`src/rtl/ucode_issue_arbiter.sv`:
```
// Decode-slot arbiter between the IF stream and the MUL microcode sequencer.
// Parks the instruction behind a MUL, drains, runs micro-ops, restores flags and replays the parked instruction.
module ucode_issue_arbiter #(
  parameter int          DRAIN_CYCLES   = 2,
  parameter int          TIMEOUT_CYCLES = 1024,
  parameter logic [31:0] NOP_INSTR      = {5'b11001, 27'b0}
) (
  input  logic        clk,
  input  logic        rst,
  input  logic [31:0] if_instr,
  input  logic        if_valid,
  input  logic        id_is_mul,
  input  logic [31:0] uc_instr,
  input  logic        uc_mux,
  input  logic        uc_release,
  input  logic [3:0]  uc_flags,
  output logic [31:0] id_instr,
  output logic        id_valid,
  output logic        pc_stall,
  output logic        uc_start,
  output logic        flags_restore,
  output logic [3:0]  flags_out,
  output logic        busy,
  output logic        timeout_err,
  output logic        protocol_err,
  output logic [15:0] mul_count
);

  typedef enum logic [2:0] {IDLE, DRAIN, START, UCODE, RESUME} state_t;

  state_t      state_reg;
  logic [31:0] hold_instr_reg;
  logic        hold_valid_reg;
  logic [3:0]  drain_cnt_reg;
  logic [15:0] wd_cnt_reg;
  logic [15:0] mul_count_reg;
  logic        timeout_err_reg;
  logic        protocol_err_reg;
  logic        wd_expired;

  assign wd_expired = (wd_cnt_reg == 16'(TIMEOUT_CYCLES - 1));

  always_ff @(posedge clk or posedge rst) begin
    if (rst) begin
      state_reg        <= IDLE;
      hold_instr_reg   <= '0;
      hold_valid_reg   <= 1'b0;
      drain_cnt_reg    <= '0;
      wd_cnt_reg       <= '0;
      mul_count_reg    <= '0;
      timeout_err_reg  <= 1'b0;
      protocol_err_reg <= 1'b0;
    end else begin
      if (id_is_mul && state_reg != IDLE)
        protocol_err_reg <= 1'b1;
      case (state_reg)
        IDLE: begin
          if (id_is_mul) begin
            hold_instr_reg <= if_instr;
            hold_valid_reg <= if_valid;
            // The counter is preloaded one short so DRAIN lasts exactly DRAIN_CYCLES cycles.
            if (DRAIN_CYCLES == 0) begin
              state_reg <= START;
            end else begin
              drain_cnt_reg <= 4'(DRAIN_CYCLES - 1);
              state_reg     <= DRAIN;
            end
          end
        end
        DRAIN: begin
          if (drain_cnt_reg == 4'd0)
            state_reg <= START;
          else
            drain_cnt_reg <= drain_cnt_reg - 4'd1;
        end
        START: begin
          if (mul_count_reg != 16'hFFFF)
            mul_count_reg <= mul_count_reg + 16'd1;
          wd_cnt_reg <= '0;
          state_reg  <= UCODE;
        end
        UCODE: begin
          wd_cnt_reg <= wd_cnt_reg + 16'd1;
          if (uc_release) begin
            state_reg <= RESUME;
          end else if (wd_expired) begin
            timeout_err_reg <= 1'b1;
            state_reg       <= RESUME;
          end
        end
        RESUME: begin
          hold_valid_reg <= 1'b0;
          state_reg      <= IDLE;
        end
        default: state_reg <= IDLE;
      endcase
    end
  end

  always_comb begin
    id_instr      = NOP_INSTR;
    id_valid      = 1'b0;
    pc_stall      = 1'b0;
    uc_start      = 1'b0;
    flags_restore = 1'b0;
    flags_out     = 4'd0;
    if (!rst) begin
      case (state_reg)
        IDLE: begin
          id_instr = if_instr;
          id_valid = if_valid;
          pc_stall = id_is_mul;
        end
        DRAIN: pc_stall = 1'b1;
        START: begin
          pc_stall = 1'b1;
          uc_start = 1'b1;
        end
        UCODE: begin
          pc_stall = 1'b1;
          if (uc_mux) begin
            id_instr = uc_instr;
            id_valid = 1'b1;
          end
          if (uc_release || wd_expired) begin
            flags_restore = 1'b1;
            flags_out     = uc_flags;
          end
        end
        RESUME: begin
          id_instr = hold_instr_reg;
          id_valid = hold_valid_reg;
        end
        default: ;
      endcase
    end
  end

  assign busy         = !rst && (state_reg != IDLE);
  assign timeout_err  = timeout_err_reg;
  assign protocol_err = protocol_err_reg;
  assign mul_count    = mul_count_reg;

endmodule
```
`config.mk`:
```
export PLATFORM = sky130hd
export DESIGN_NAME = ucode_issue_arbiter
export DESIGN_NICKNAME = d
export VERILOG_FILES = /design/src/rtl/ucode_issue_arbiter.sv
export SDC_FILE = /design/constraint.sdc
export NUM_CORES = 1
export LEC_CHECK = 0
export ABC_AREA = 1
export CORE_MARGIN = 2
export CORE_UTILIZATION = 30
export DETAILED_ROUTE_END_ITERATION = 12
export PLACE_DENSITY = 0.55
export SLEW_MARGIN = 15
export SYNTH_ARGS = -nofsm -noshare
export SYNTH_HDL_FRONTEND = slang
export SYNTH_SLANG_ARGS = --single-unit
```
`constraint.sdc`:
```
create_clock -name clk -period 4.45 [get_ports clk]
set_input_delay 0.89 -clock clk [delete_from_list [all_inputs] [get_ports clk]]
set_output_delay 0.89 -clock clk [all_outputs]
set_load 0.02 [all_outputs]
```
# Word-level counts from Yosys, hierarchy flattened
# Index checks and enable logic that the tools add are counted.
[word_totals]
output_inout_bits = 59
memories = 0
reg_bits = 74
ram_bits = 0
latchBits = 0
rom_bits = 0
[classes]
n_div = 0
n_reduce_logical = 17
multipliers = 0
n_eq_ne = 10
muxes = 27
n_bitwise = 1
add_sub_neg = 3
n_shift = 0
magnitude_cmp = 0
[op_table]
columns = ["operator", "n"]
rows = [
  ["one-hot mux 32 bit (3 select lines)", 1],
  ["2-to-1 mux 32 bit", 2],
  ["adder 16 x 1 -> 16 bit, second input constant", 2],
  ["one-hot mux 16 bit (2 select lines)", 1],
  ["2-to-1 mux 4 bit", 5],
  ["== test 16 x 10 -> 1 bit, second input constant", 1],
  ["inequality test 16 bit, second input constant", 1],
  ["2-to-1 mux 3 bit", 4],
  ["one-hot mux 3 bit (4 select lines)", 1],
  ["2-to-1 mux 1 bit", 9],
  ["AND reduction 3 bit", 3],
  ["one-hot mux 4 bit (2 select lines)", 1],
  ["== test 3 x 2 -> 1 bit, second input constant", 2],
  ["inequality test 2 bit, second input constant", 3],
  ["AND reduction 2 bit", 3],
  ["nonzero test 2 bit", 3],
  ["logical NOT 4 bit", 1],
  ["one-hot mux 1 bit (2 select lines)", 2],
  ["subtractor 4 x 1 -> 4 bit, second input constant", 1],
  ["== test 3 x 1 -> 1 bit, second input constant", 1],
  ["== test 3 bit, second input constant", 1],
  ["logical NOT 3 bit", 1],
  ["inequality test 3 bit, second input constant", 1],
  ["one-hot mux 1 bit (3 select lines)", 1],
  ["other kinds (6)", 7],
]

# Logic depth before layout (Yosys ltp)
[logic_depth]
depth_word = 5
depth_mapped = 10

# Worst setup path before layout
# No wires, ideal clock.
[synth_timing]
path_type = "input to output"
startpoint = "in rst"
endpoint = "out id_instr[20]"
arrival_time_ns = 3.692
slack_ns = -0.132
stages = 4
cell_sequence = "inv_1 clkbuf_1 nand2_1 inv_1"
[synth_between]
elab_chain_cells = 1
[synth_lines]
columns = ["element", "line_no", "text"]
rows = [
  ["from (decl)", "9", "input logic rst,"],
  ["2-to-1 mux 32 bit", "107", "if (!rst) begin"],
  ["to (decl)", "17", "output logic [31:0] id_instr,"],
]
# Every way passes these cells.

# Final worst setup path
[layout_timing]
startpoint = "reg state_reg[2]"
endpoint = "out id_instr[23]"
[layout_between]
elab_chain_cells = 3
[layout_lines]
columns = ["element", "line_no", "text"]
rows = [
  ["from (decl)", "31", "state_t state_reg;"],
  ["from (signal assigned)", "45", "state_reg <= IDLE;"],
  ["from (signal assigned)", "63", "state_reg <= START;"],
  ["from (signal assigned)", "66", "state_reg <= DRAIN;"],
  ["== test 3 bit (tied with other cells)", "108", "case (state_reg)"],
  ["one-hot mux 32 bit (3 select lines) (*)", "108", ""],
  ["2-to-1 mux 32 bit (*)", "107", ""],
]
# Mark *: on every way between the ends. The rest lies on a longest branch, timed or not.

==> metrics <==
result of the run=completed; mean instance size in the synthesized netlist=6.52 sq um; worst min-delay path endpoint=protocol_err; final cycle utilization of the critical path=85.2%; post-route DRC violation count=0; maximum fanout encountered on the critical timing path=29; Clk Tree Root Cell=clkbuf_16; most instantiated library cell after synthesis=nand2_1; half-perimeter wire length after placement=9660 microns; clock skew=around 0.0057 ns; antenna violations before repair=0; core area=around 15000 sq um; end of the worst register-to-register path=hold_instr_reg[31]; WL/cell=around 13 microns; die width=between 100 and 150 microns; fraction of layout cells with a size suffix above 1=4.33%; Setup crit start=state_reg[2]; crit end category=output port; cell types with the highest counts after synthesis=340 x nand2_1, 77 x inv_1, 74 x dfrtp_1; filler cell count=about 1.6k; required time at the worst-slack endpoint=between 3 and 4 ns; number of max-capacitance violations reported=0; largest net degree at the start of global routing=46; count of distinct cell types in the synthesized netlist=33; Worst slew margin=slightly below 30%; number of enable-type register cells in the synthesized netlist=0; total area of multi-input combinational cells=~2300 sq um; time the worst path needs with I/O delays and setup=3.79 ns; via density per instance=4.60; clock slew seen by the registers of the worst setup and hold paths=~0.06 ns; number of register bits inferred by synthesis=74; area of all sequential standard cells=between 1500 and 2000 sq um; Setup-failing EPs final=0; count of vias placed by the detailed router=between 4k and 5k; count of input and output buffers=~130; post-CTS resize count=0; Area growth syn-to-layout=38.5%; start point of the worst hold path=protocol_err; num ports=~130; crit path kind=reg -> out; n_diodes=0; Synth Flop Type=dfrtp_1; post-synthesis instance area=4560 sq um; clock buffer count from CTS=9; dominant cells by area after synthesis=dfrtp_1 41%, nand2_1 28%, inv_1 6.3%, nand3_1 5.9%, nor2_1 3.9%; library cell with the largest summed area after synthesis=dfrtp_1; Synthesis Warnings=0; Largest register FFs=32; final hold violations=0; crit start category=register; slack of the worst reg-to-reg path=1.97 ns; depth of the worst hold-timing path=1; post-CTS setup repair buffer count=0; launching point of the worst reg2reg path=state_reg[1]; total nets after synthesis=slightly below 800; cell area after placement=around 6000 sq um; die area=about 16000 sq um; Worst Max-Slew Pin Slew=approximately 1.1 ns; wire length of the first global-routing pass=~23000 microns; number of clock sinks seen by CTS=74; max-slew violation count=0; CTS Hold Bufs=0; CP arrival=just under 3 ns; CTS Buffer Depth=2; sum of routed wire length over all layers=13600 microns; leak pwr=around 3.1 nW; floorplan row count=45; cell area after layout=approximately 6300 sq um; via count of the first global-routing pass=between 4k and 5k; number of instances in the synthesized netlist=700; highest clock frequency the design can meet=~0.26 GHz; overall track demand over capacity in global routing=between 15 and 20%; sequential element share of the synthesized area=around two fifths; HP Class=reg -> reg; vertical extent of the die=~130 microns; worst-skew pair later-pin latency=between 0.3 and 0.4 ns; total overflow reported by the global router=0; final RePlAce weighted congestion=about 0.8; Layout Nets=between 900 and 1k; maximum level of the CTS H-tree=3; starting utilization of the core area=30.3%; clock tree from TritonCTS=done; hold slack=about 0.46 ns; number of design-rule violations left by the first detailed-router iteration=~200; share of flip-flops with an asynchronous set or reset after synthesis=100%; total power density per cell area=about 470 nW/um^2; worst reg2reg path depth=7; number of optimization iterations in the first detailed-route pass=5; area share of the largest cell type after synthesis=just over 40%; remaining number of nets flagged by the antenna check after routing=0; setup repair after global routing missed its margin=no; total negative setup slack=0 ns; peak supply drop=roughly 0.24 mV
-- layout make-up --
class	instances	area share, %
multi-input combinational	522	36.1
sequential	74	29.3
timing repair buffer	140	21.9
inverter	81	4.89
clock buffer	11	3.84
tap	188	3.72
clock inverter	3	0.277
-- cells in the final DEF, fill, tap and decap left out, types with 6 or more instances in the layout --
cell type        instances
nand2_1                340
clkdlybuf4s50_1        132
inv_1                   76
dfrtp_1                 74
nand3_1                 54
nor2_1                  46
o21ai_0                 23
nand4_1                 10
clkbuf_16                9
buf_4                    8
xnor2_1                  7
a21oi_1                  6
-- per-stage QoR --
| step | utilization (%) | total power, mW | worst slack (ns) | cells |
|---|---|---|---|---|
| floorplan | - | 1.84 | 1.15 | 700 |
| global placement | 40.3 | 2.31 | 0.775 | 1005 |
| detailed placement | 40.3 | 2.32 | 0.754 | 1005 |
| CTS | 42.0 | 3.01 | 0.638 | 1019 |
| global route | 42.0 | 3.21 | 0.367 | 1019 |
| finish | 42.0 | 2.97 | 0.660 | 1019 |
-- where the power goes --
| group | switching (mW) | leakage (nW) | internal [mW] | total (mW) |
|---|---|---|---|---|
| Combinational | 0.804 | 2.04 | 0.499 | 1.30 |
| Clock | 0.282 | 0.127 | 0.384 | 0.667 |
| Sequential | 0.128 | 0.965 | 0.868 | 0.996 |
-- logic make-up after synthesis --
group	Yosys count	share of synthesized area, %
and+or+nand+nor	464	41.0
adders and majority gates	4	1.10
buffers and inverters	104	9.44
xor gates and xnor gates	10	1.92
AOI/OAI and AO/OA	44	5.93
DFF	74	40.6
-- worst max-delay path: stages, from the launching register on --
cell and delay [ns]:
dfrtp_1 0.40, nor2_2 0.43, nand2_2 0.30, nor2_2 0.14
buf_4 0.34, nand2_1 0.09, nand3_1 0.08, nand2_1 0.05
inv_1 0.10, clkdlybuf4s50_1 0.60
-- worst max-delay path by stage --
stage | to | slack, ns | cells after the start
after floorplan | id_instr[20] | 1.15 | 4
after global placement | id_instr[23] | 0.78 | 9
after detailed placement | id_instr[29] | 0.75 | 9
after CTS | id_instr[29] | 0.64 | 9
after global routing | id_instr[29] | 0.37 | 10
final | id_instr[23] | 0.66 | 9
-- layer usage --
metal / track usage, % / routed length (microns) / vias up / part of all wire [%]
li1: - / - / 2428 / -
met1: 22.1 / 6140 / 2149 / 45
met2: 30.0 / 6770 / 102 / 50
met3: 3.31 / 486 / 12 / 3.6
met4: 5.49 / 193 / 0 / 1.4
met5: 0 / 0 / - / 0
No activity file was read; power rests on OpenSTA's default activity.
